$ cat src/rtl/bist_pkg.sv
// Shared types and helpers for the multiplier BIST sequencer: FSM state codes,
// MISR defaults and the MISR next-state function.
package bist_pkg;

  localparam int SIG_W = 64;
  localparam logic [SIG_W-1:0] DEF_SIG_POLY = 64'h1B;
  localparam logic [SIG_W-1:0] DEF_SIG_INIT = 64'h0;

  typedef enum logic [2:0] {
    ST_IDLE   = 3'd0,
    ST_LOAD   = 3'd1,
    ST_FILL_A = 3'd2,
    ST_FILL_B = 3'd3,
    ST_ISSUE  = 3'd4,
    ST_DRAIN  = 3'd5,
    ST_CHECK  = 3'd6,
    ST_SPARE  = 3'd7
  } bist_state_e;

  // Works on the low w bits of a SIG_W-wide container so narrower MISRs share it.
  function automatic logic [SIG_W-1:0] misr_next(input logic [SIG_W-1:0] sig,
                                                 input logic [SIG_W-1:0] poly,
                                                 input logic [SIG_W-1:0] din,
                                                 input int               w);
    logic [SIG_W-1:0] keep;
    logic             msb;
    keep = (w >= SIG_W) ? '1 : ((SIG_W'(1) << w) - SIG_W'(1));
    msb  = |(sig & (SIG_W'(1) << (w - 1)));
    misr_next = (((sig << 1) ^ (msb ? poly : '0)) ^ din) & keep;
  endfunction

endpackage

$ cat src/rtl/bist_misr.sv
// Multiple-input signature register: folds each enabled product into the
// running signature; clr reloads the initial value for a new test.
module bist_misr
  import bist_pkg::*;
#(
  parameter int             W2   = SIG_W,
  parameter logic [W2-1:0]  POLY = W2'(DEF_SIG_POLY),
  parameter logic [W2-1:0]  INIT = W2'(DEF_SIG_INIT)
) (
  input  logic          clk,
  input  logic          rst,
  input  logic          clr,
  input  logic          en,
  input  logic [W2-1:0] din,
  output logic [W2-1:0] sig
);

  logic [SIG_W-1:0] nxt;

  assign nxt = misr_next(SIG_W'(sig), SIG_W'(POLY), SIG_W'(din), W2);

  always_ff @(posedge clk) begin
    if (rst)      sig <= INIT;
    else if (clr) sig <= INIT;
    else if (en)  sig <= nxt[W2-1:0];
  end

endmodule

$ cat src/rtl/lfsr_bist_ctrl.sv
// BIST sequencer for the Dadda multiplier: programs the external LFSR, captures
// operand pairs from it, issues them over valid/ready and checks the MISR result.
module lfsr_bist_ctrl
  import bist_pkg::*;
#(
  parameter int               W        = 32,
  parameter int               CW       = 16,
  parameter int               MAX_OUT  = 4,
  parameter logic [2*W-1:0]   SIG_POLY = (2*W)'(DEF_SIG_POLY),
  parameter logic [2*W-1:0]   SIG_INIT = (2*W)'(DEF_SIG_INIT)
) (
  input  logic           clk,
  input  logic           rst,
  input  logic           start,
  input  logic [W-1:0]   seed,
  input  logic [W-1:0]   mask,
  input  logic [CW-1:0]  num_patterns,
  input  logic [2*W-1:0] golden_sig,
  output logic [W-1:0]   lfsr_seed,
  output logic [W-1:0]   lfsr_mask,
  output logic           lfsr_rst,
  input  logic [W-1:0]   lfsr_q,
  output logic [W-1:0]   op_a,
  output logic [W-1:0]   op_b,
  output logic           op_valid,
  input  logic           op_ready,
  input  logic [2*W-1:0] prod,
  input  logic           prod_valid,
  output logic           busy,
  output logic           done,
  output logic           pass,
  output logic           err,
  output logic [2*W-1:0] signature
);

  localparam int OW = $clog2(MAX_OUT + 1);

  bist_state_e    state, state_nxt;
  logic [CW-1:0]  num_q, issued, issued_inc;
  logic [2*W-1:0] golden_q;
  logic [W-1:0]   a_reg, b_reg;
  logic [OW-1:0]  outstanding;
  logic           start_ok, full, accept, prod_ok;

  assign start_ok   = (state == ST_IDLE) && start;
  assign full       = (outstanding == OW'(MAX_OUT));
  // Valid is withheld while the multiplier window is full so a ready from the
  // multiplier can never complete a transfer we are not counting.
  assign op_valid   = (state == ST_ISSUE) && !full;
  assign accept     = op_valid && op_ready;
  assign prod_ok    = prod_valid && (outstanding != '0);
  assign issued_inc = issued + CW'(1);
  assign busy       = (state != ST_IDLE);
  assign lfsr_rst   = (state == ST_LOAD);
  assign op_a       = a_reg;
  assign op_b       = b_reg;

  always_comb begin
    state_nxt = state;
    case (state)
      ST_IDLE:   if (start) state_nxt = (num_patterns == '0) ? ST_CHECK : ST_LOAD;
      ST_LOAD:   state_nxt = ST_FILL_A;
      ST_FILL_A: state_nxt = ST_FILL_B;
      ST_FILL_B: state_nxt = ST_ISSUE;
      ST_ISSUE:  if (accept) state_nxt = (issued_inc == num_q) ? ST_DRAIN : ST_FILL_A;
      ST_DRAIN:  if (outstanding == '0) state_nxt = ST_CHECK;
      ST_CHECK:  state_nxt = ST_IDLE;
      default:   state_nxt = ST_IDLE;
    endcase
  end

  always_ff @(posedge clk) begin
    if (rst) begin
      state       <= ST_IDLE;
      lfsr_seed   <= '0;
      lfsr_mask   <= '0;
      num_q       <= '0;
      golden_q    <= '0;
      issued      <= '0;
      a_reg       <= '0;
      b_reg       <= '0;
      outstanding <= '0;
      done        <= 1'b0;
      pass        <= 1'b0;
      err         <= 1'b0;
    end else begin
      state <= state_nxt;
      done  <= (state == ST_CHECK);
      if (start_ok) begin
        lfsr_seed <= seed;
        lfsr_mask <= mask;
        num_q     <= num_patterns;
        golden_q  <= golden_sig;
        pass      <= 1'b0;
      end
      if (state == ST_FILL_A) a_reg <= lfsr_q;
      if (state == ST_FILL_B) b_reg <= lfsr_q;
      if (start_ok)    issued <= '0;
      else if (accept) issued <= issued_inc;
      case ({accept, prod_ok})
        2'b10:   outstanding <= outstanding + OW'(1);
        2'b01:   outstanding <= outstanding - OW'(1);
        default: ;
      endcase
      if (state == ST_CHECK) pass <= (signature == golden_q);
      // A stray product in the same cycle as start still counts as an error.
      if (prod_valid && (outstanding == '0)) err <= 1'b1;
      else if (start_ok)                     err <= 1'b0;
    end
  end

  bist_misr #(
    .W2   (2 * W),
    .POLY (SIG_POLY),
    .INIT (SIG_INIT)
  ) u_misr (
    .clk (clk),
    .rst (rst),
    .clr (start_ok),
    .en  (prod_ok),
    .din (prod),
    .sig (signature)
  );

endmodule

$ cat config.mk
export PLATFORM = sky130hd
export DESIGN_NAME = lfsr_bist_ctrl
export DESIGN_NICKNAME = d
export VERILOG_FILES = /design/src/rtl/bist_pkg.sv /design/src/rtl/bist_misr.sv /design/src/rtl/lfsr_bist_ctrl.sv
export SDC_FILE = /design/constraint.sdc
export NUM_CORES = 1
export LEC_CHECK = 0
export ABC_CLOCK_PERIOD_IN_PS = 3200
export CORE_MARGIN = 3
export CORE_UTILIZATION = 30
export DETAILED_ROUTE_END_ITERATION = 7
export GPL_TIMING_DRIVEN = 0
export HOLD_SLACK_MARGIN = 0.03
export PLACE_DENSITY = 0.64
export SYNTH_ARGS = -nofsm -noshare
export SYNTH_HDL_FRONTEND = slang
export SYNTH_SLANG_ARGS = --single-unit
$ cat constraint.sdc
create_clock -name clk -period 3.2 [get_ports clk]
set_clock_uncertainty 0.1 [all_clocks]
set_input_delay 0.64 -clock clk [delete_from_list [all_inputs] [get_ports clk]]
set_output_delay 0.64 -clock clk [all_outputs]
set_load 0.02 [all_outputs]
==> results of run 1 <==
-- logic make-up (layout without fill, tap and decap cells) --
logic type      Yosys count  count (layout)  share of synthesized area [%]
fa+ha+maj                 3               3                          0.367
mux                       6               6                          0.499
buf+inv                 128             627                           4.30
xor+xnor                153             153                           10.9
simple gates            600             600                           20.3
other cells               0               1                              0
compound gates          318             318                           15.2
flops                   297             297                           48.4
-- cell usage after synthesis (2+ instances only) --
| cell type | n |
|---|---|
| nor3_1 | 7 |
| nor4_1 | 16 |
| and2_1 | 3 |
| ha_1 | 2 |
| o22ai_1 | 9 |
| clkbuf_1 | 67 |
| nand2_1 | 427 |
| a21oi_1 | 217 |
| a221oi_1 | 4 |
| nand3_1 | 7 |
| inv_1 | 23 |
| o21ai_0 | 6 |
| nand4_4 | 2 |
| nand2b_1 | 5 |
| mux2i_1 | 5 |
| or4_1 | 2 |
| xor2_1 | 43 |
| or3_1 | 5 |
| xnor2_1 | 110 |
| buf_2 | 32 |
| a211oi_1 | 63 |
| a21o_1 | 2 |
| a22o_1 | 3 |
| and4_1 | 3 |
| dfxtp_1 | 297 |
| clkbuf_2 | 3 |
| nor2_1 | 97 |
| nand4_1 | 17 |
-- power groups by stage --
stage               Combinational (W)  Sequential (W)  Clock, W
floorplan                    0.000685         0.00423         0
global placement              0.00169         0.00412         0
detailed placement            0.00170         0.00413         0
CTS                           0.00171         0.00405   0.00414
global route                  0.00183         0.00407   0.00428
finish                        0.00169         0.00405   0.00406
-- metal layers --
| metal | track usage, % | vias to the layer above | wire, µm |
|---|---|---|---|
| met5 | 0 | - | 13 |
| met4 | 7.58 | 2 | 1400 |
| met3 | 6.68 | 69 | 4480 |
| met2 | 38.9 | 497 | 24400 |
| met1 | 25.8 | 5739 | 19900 |
| li1 | - | 5954 | - |
-- through the flow --
stage	setup slack (ns)	power, W	hold slack [ns]	util, %	cells
after global routing	0.0477	0.0102	0.367	46.2	2530
after floorplan	0.568	0.00492	0.336	-	1505
final	0.208	0.00980	0.352	46.2	2530
after CTS	0.00687	0.00990	0.353	46.2	2530
after detailed placement	-0.722	0.00582	0.345	43.3	2472
after global placement	-0.710	0.00581	0.341	43.3	2472
-- worst reg2reg max path, stage by stage (launching register included) --
cell and delay (ns):
dfxtp_1 0.44, or3_1 0.17, and2_1 0.53, clkbuf_2 0.40
ha_1 0.25, inv_1 0.06, fa_1 0.37, xor2_1 0.16
or3_1 0.31, a21oi_1 0.14
-- worst max-delay path by stage --
stage / from / slack, ns / depth (start not counted) / to
floorplan: prod_valid / 0.57 / 9 / outstanding[2]
global placement: prod_valid / -0.71 / 10 / outstanding[2]
finish: outstanding[2] / 0.21 / 9 / outstanding[2]
detailed placement: prod_valid / -0.72 / 10 / outstanding[2]
global route: outstanding[2] / 0.05 / 9 / outstanding[2]
CTS: outstanding[2] / 0.007 / 10 / outstanding[2]
-- cell usage in the layout, fill, tap and decap left out, drive strengths merged, types with 7 or more instances in the layout --
master / count
nand4: 19
nor4: 17
buf: 34
clkdlybuf4s50: 442
dfxtp: 297
xnor2: 110
a21oi: 217
nor3: 7
nand3: 7
clkbuf: 116
nor2: 98
inv: 26
or3: 7
o22ai: 9
xor2: 43
a211oi: 63
nand2: 427
-- area by class of cell --
class,count,share of cell area (%)
diodes,1,0.0135
plain buffers,103,2.35
clock buffers,47,5.42
clock inverters,11,0.757
inverters,24,0.487
multi-input cells,1080,31.4
flip-flops and latches,297,32.1
well taps,525,3.55
repair buffers,442,23.9
-- sequential cells by signal, summed over array words and instances (netlist names) --
name,flops
done,1
err,1
golden_q,64
issued,16
lfsr_mask,32
lfsr_seed,32
num_q,16
op_a,32
op_b,32
outstanding,3
pass,1
state,3
u_misr.sig,64
-- what timing repair did --
item,in CTS,in global routing
gates cloned,0,0
resized for setup,1,0
setup endpoints to repair,1,1
setup buffers,0,0
==> results.md, run 1 <==
- Worst hold path startpoint: op_b[0]
- Worst VDD drop: between 0.3 and 0.4 mV
- Int Pwr: approximately 0.0071 W
- CP Class: flop to flop
- Final GP Congestion: between 0.9 and 1
- Final Setup Violations: 0
- Share of the clock period used by the worst path: slightly above 90%
- Final Hold Vio Count: 0
- Die height: roughly 210 µm
- Max_cap viols: 0
- Clock Pin Slew Worst Setup and Hold Paths: around 0.060 ns
- Clk buf depth: 3
- Fmax: approximately 330 MHz
- R2R depth: 9
- CP Capture Type: flop
- Initial core utilization: approximately 30%
- Power Density: approximately 530 mW/mm²
- Worst R2R Start: outstanding[2]
- CTS Buf Count: 37
- Htree depth: 2
- Worst R2R End: outstanding[2]
- Multi-input gate area: 0.00581 mm²
- Die area: 0.0434 mm²
- Area growth syn-to-layout: 50.7%
- Vias in the first global route: between 10,000 and 15,000
- Num rows: 73
- Layout cell share with drive strength beyond 1: approximately 5.1%
- DR DRC count: 0
- Psw: 0.00268 W
- Minimum clock period: roughly 3 ns
- Synth area leader: dfxtp_1
- Total core area: approximately 0.040 mm²
- Avg WL per Cell: slightly below 20 µm
- Gr usage total: between 20% and 30%
- Crit-path max FO: 10
- Number of I/O port buffers: 442
- 1st-iter DRT viols: 739
- Drt pass-1 iters: 5
- Fin. max-slew vios: 0
- Total wire length: ~50,000 µm
- Hold EP: op_b[0]
- Status: complete, no violations
- Ys Warns: 0
- Post-synth EDFFs: 0
- Startpoint Class: flop
- Comb power frac: approximately 17%
- Synth unique cells: between 50 and 60
- Seq/Total Area, Yosys: between 40 and 50%
- Layout Nets: 2,233
- Post-Syn Area: between 0.01 and 0.015 mm²
- Max-slew headroom: about two fifths
- Post-detail-place hpwl: 39,500 µm
- Buf+Inv Stages, Crit Path: 2
- Synthesized area per cell: 8.16 µm²
- R2R setup slack: 0.21 ns
- Dominant synthesized flop cell: dfxtp_1
- Setup TNS: 0 ns
- Register Area: ~0.0059 mm²
- Crit path cell chain: or3_1, and2_1, clkbuf_2, ha_1, inv_1, fa_1, xor2_1, or3_1, a21oi_1
- Fraction of registers with async set/reset: 0%
- Post-route cell area: about 0.019 mm²
- Critical Path Most Common Cell: or3_1
- Synth top area cells: dfxtp_1 48%, nand2_1 13%, a21oi_1 8.8%
- Vias/cell: about 4.8
- Sequential power share: about 41%
- Top Family by Delay on Critical Path: simple AND/OR/NAND/NOR gates
- CTS root buffer: clkbuf_16
- Hold-fix buffers at CTS: 0
- Clk Latency, worst-skew pair: around 0.54 ns
- Clock share of power: around 41%
- CP arrival: 3.35 ns
- Hold crit path type: flop to flop
- CP max stage delay: between 0.5 and 0.6 ns
- Placed cell areas: around 0.017 mm²
- Die width: 208 µm
- Hold Crit Depth: 2
- Pleak: approximately 6.4 nW
- DRT antenna net count: 0
- Gr ovfl total: 0
- CP required: 3.56 ns
- Slowest CP cell: and2_1
- Largest net degree at the start of global routing: 13
- FF+latch count, synth: 297
- Mapped Cells: between 1,500 and 2,000
- Unrepaired setup endpoints after global routing: false
- First-pass GRT wire length: about 75,000 µm
- Sw frac: a little over a quarter
- Mapped Nets: approximately 1,800
- CTS tree: built
- Initial antenna violation count: 2
- Routed vias: between 10,000 and 15,000
- # IOs: between 400 and 500
- Fill count: 3,928
- Area share of the largest cell type after synthesis: 48.4%
- Worst-margin pin slew: around 0.88 ns
- Sink Count: a little under 300
(Power assumes the default switching activity.)
==> run 2: changes to the inputs <==
Settings changed: CORE_AREA set to 2 2 174 176, CORE_MARGIN 3 to unset, CORE_UTILIZATION 30 to unset, DIE_AREA set to 0 0 176 178, PLACE_DENSITY 0.64 to 0.83.
==> run 2 against run 1 <==
  * Flip-flop and latch count unchanged
  * Routed wire length decreased by 5.5%
  * Sequential power about the same
  * Combinational power hardly changed
  * Non-clock buffer count stayed put
  * Maximum frequency grew 1.1%
  * Clock power is 9.1% lower
  * Die area down 28%
  * Clock-buffer cell count fell by 8
  * Critical endpoint is now op_valid
==> results.md, run 2 (synthesis gave the netlist of run 1 again) <==
- Status: complete, no violations (unchanged)
- Biggest regs: golden_q (64), u_misr.sig (64) (unchanged)
- Worst R2R Start: outstanding[2] (unchanged)
- Die height: 178 µm (was 208 µm)
- Minimum clock period: 2.96 ns (was 2.99 ns)
- R2R setup slack: 0.37 ns (was 0.21 ns)
- Clock Pin Slew Worst Setup and Hold Paths: 0.06 ns (about the same)
- Final Hold Vio Count: 0 (unchanged)
- Worst VDD drop: 0.420 mV (was 0.393 mV)
- Largest net degree at the start of global routing: 17 (was 13)
- CTS tree: built (unchanged)
- Die width: 176 µm (was 208 µm)
- Hold crit path type: flop to flop (unchanged)
- Share of the clock period used by the worst path: 92.5% (was 93.5%)
- Gr ovfl total: 0 (unchanged)
- CP arrival: 2.22 ns (was 3.35 ns)
- Num rows: 63 (was 73)
- Total wire length: 47,400 µm (was 50,200 µm)
- Gr usage total: 29.1% (was 22.2%)
- Total core area: 0.0294 mm² (was 0.0401 mm²)
- Clk buf depth: 3 (unchanged)
- Initial core utilization: 41.8% (was 30.6%)
- Unrepaired setup endpoints after global routing: false (unchanged)
- Layout Nets: 2,227 (was 2,233)
- Layout cell share with drive strength beyond 1: 4.90% (was 5.09%)
- Final worst setup slack: 0.241 ns (was 0.208 ns)
- Max-slew headroom: 39.4% (was 41.4%)
- Worst R2R End: outstanding[2] (unchanged)
- Place WS: -0.802 ns (was -0.722 ns)
- Critical Path End: op_valid (was outstanding[2])
- Fmax: 338 MHz (was 334 MHz)
- Clk Latency, worst-skew pair: 0.57 ns (was 0.54 ns)
- Worst-margin pin slew: 0.909 ns (was 0.879 ns)
- Final Setup Violations: 0 (unchanged)
- Vias/cell: 5.24 (was 4.85)
- Crit path launch: state[0] (was outstanding[2])
- Placed cell areas: 0.0172 mm² (was 0.0174 mm²)
- Max_cap viols: 0 (unchanged)
- Hold-fix buffers at CTS: 0 (unchanged)
- 1st-iter DRT viols: 796 (was 739)
- # IOs: 443 (unchanged)
- Initial antenna violation count: 6 (was 2)
- Routed vias: 12,500 (was 12,300)
- Area growth syn-to-layout: 48.4% (was 50.7%)
- Post-route cell area: 0.0182 mm² (was 0.0185 mm²)
- CP Capture Type: output port (was flop)
- Power Density: 517 mW/mm² (was 530 mW/mm²)
- DR DRC count: 0 (unchanged)
- Vias in the first global route: 12,500 (was 12,300)
- Drt pass-1 iters: 6 (was 5)
- CTS Buf Count: 31 (was 37)
- R2R depth: 9 (unchanged)
- Commonest cells after routing, fill and taps aside: 442 x clkdlybuf4s50_1, 427 x nand2_1, 297 x dfxtp_1, 217 x a21oi_1, 110 x xnor2_1 (unchanged)
- Post-detail-place hpwl: 36,600 µm (was 39,500 µm)
- Sink Count: 297 (unchanged)
- Number of I/O port buffers: 442 (unchanged)
- Final GP Congestion: 0.925 (was 0.916)
- Htree depth: 1 (was 2)
- Pleak: 6.38 nW (was 6.44 nW)
- Worst hold path startpoint: lfsr_seed[1] (was op_b[0])
- CTS root buffer: clkbuf_16 (unchanged)
- CP Class: flop to output port (was flop to flop)
- Avg WL per Cell: 19.8 µm (about the same)
- Die area: 0.0313 mm² (was 0.0434 mm²)
- Most common cell after layout, fill and taps aside: clkdlybuf4s50_1 (unchanged)
- Crit-path max FO: 9 (was 10)
- DRT antenna net count: 0 (unchanged)
- Fin. max-slew vios: 0 (unchanged)
- CP required: 2.46 ns (was 3.56 ns)
- First-pass GRT wire length: 70,300 µm (was 74,900 µm)
- Startpoint Class: flop (unchanged)
- # Post-CTS Setup Buffers: 0 (unchanged)
run 2: area by class of cell:
class,instances,area (µm²)
repair buffers,442,4420
clock inverters,13,189
flip-flops and latches,297,5950
diodes,5,12.5
plain buffers,103,435
clock buffers,39,836
multi-input cells,1080,5810
fillers,2409,11200
well taps,390,488
inverters,24,90.1
run 2: worst max-delay path, cell delays in order, from the launching register on:
cell and delay [ns]:
dfxtp_1 0.30, buf_2 0.16, nand2b_1 0.21, a211oi_1 0.24, clkdlybuf4s50_1 0.74
run 2: routing by layer:
layer | global-route usage [%] | vias to the layer above | routed length (µm)
met5 | 0 | - | 13
met4 | 14.4 | 2 | 2470
met3 | 7.67 | 120 | 4260
met2 | 52.8 | 579 | 23600
met1 | 31.4 | 5883 | 17100
li1 | - | 5957 | -
run 2: per-stage QoR:
step	utilization (%)	power, W	hold WS, ns	instances	setup TNS [ns]
2_1_floorplan	-	0.00492	0.336	1505	0
3_3_place_gp	58.5	0.00577	0.342	2337	-1.61
4_1_cts	62.0	0.00946	0.355	2388	0
6_report	62.0	0.00943	0.352	2393	0
5_1_grt	62.0	0.00977	0.374	2393	0
3_5_place_dp	58.5	0.00580	0.345	2337	-2.22
run 2: power by group:
part / switching, W / leakage [nW] / internal [W]
logic: 0.000925 / 3.46 / 0.000774
registers: 0.000142 / 2.42 / 0.00390
clock network: 0.00152 / 0.500 / 0.00217
run 2: worst min path at each step:
| stage | end | depth (start not counted) |
|---|---|---|
| final | lfsr_seed[1] | 2 |
| after global routing | op_b[8] | 2 |
| after CTS | lfsr_seed[1] | 2 |
| after detailed placement | op_b[19] | 2 |
| after global placement | lfsr_mask[11] | 2 |
| after floorplan | golden_q[10] | 2 |
run 2: repair_timing:
action                     in CTS  in global routing
setup endpoints to repair       2                  1
pin swaps                       0                  0
gates resized for setup         1                  1
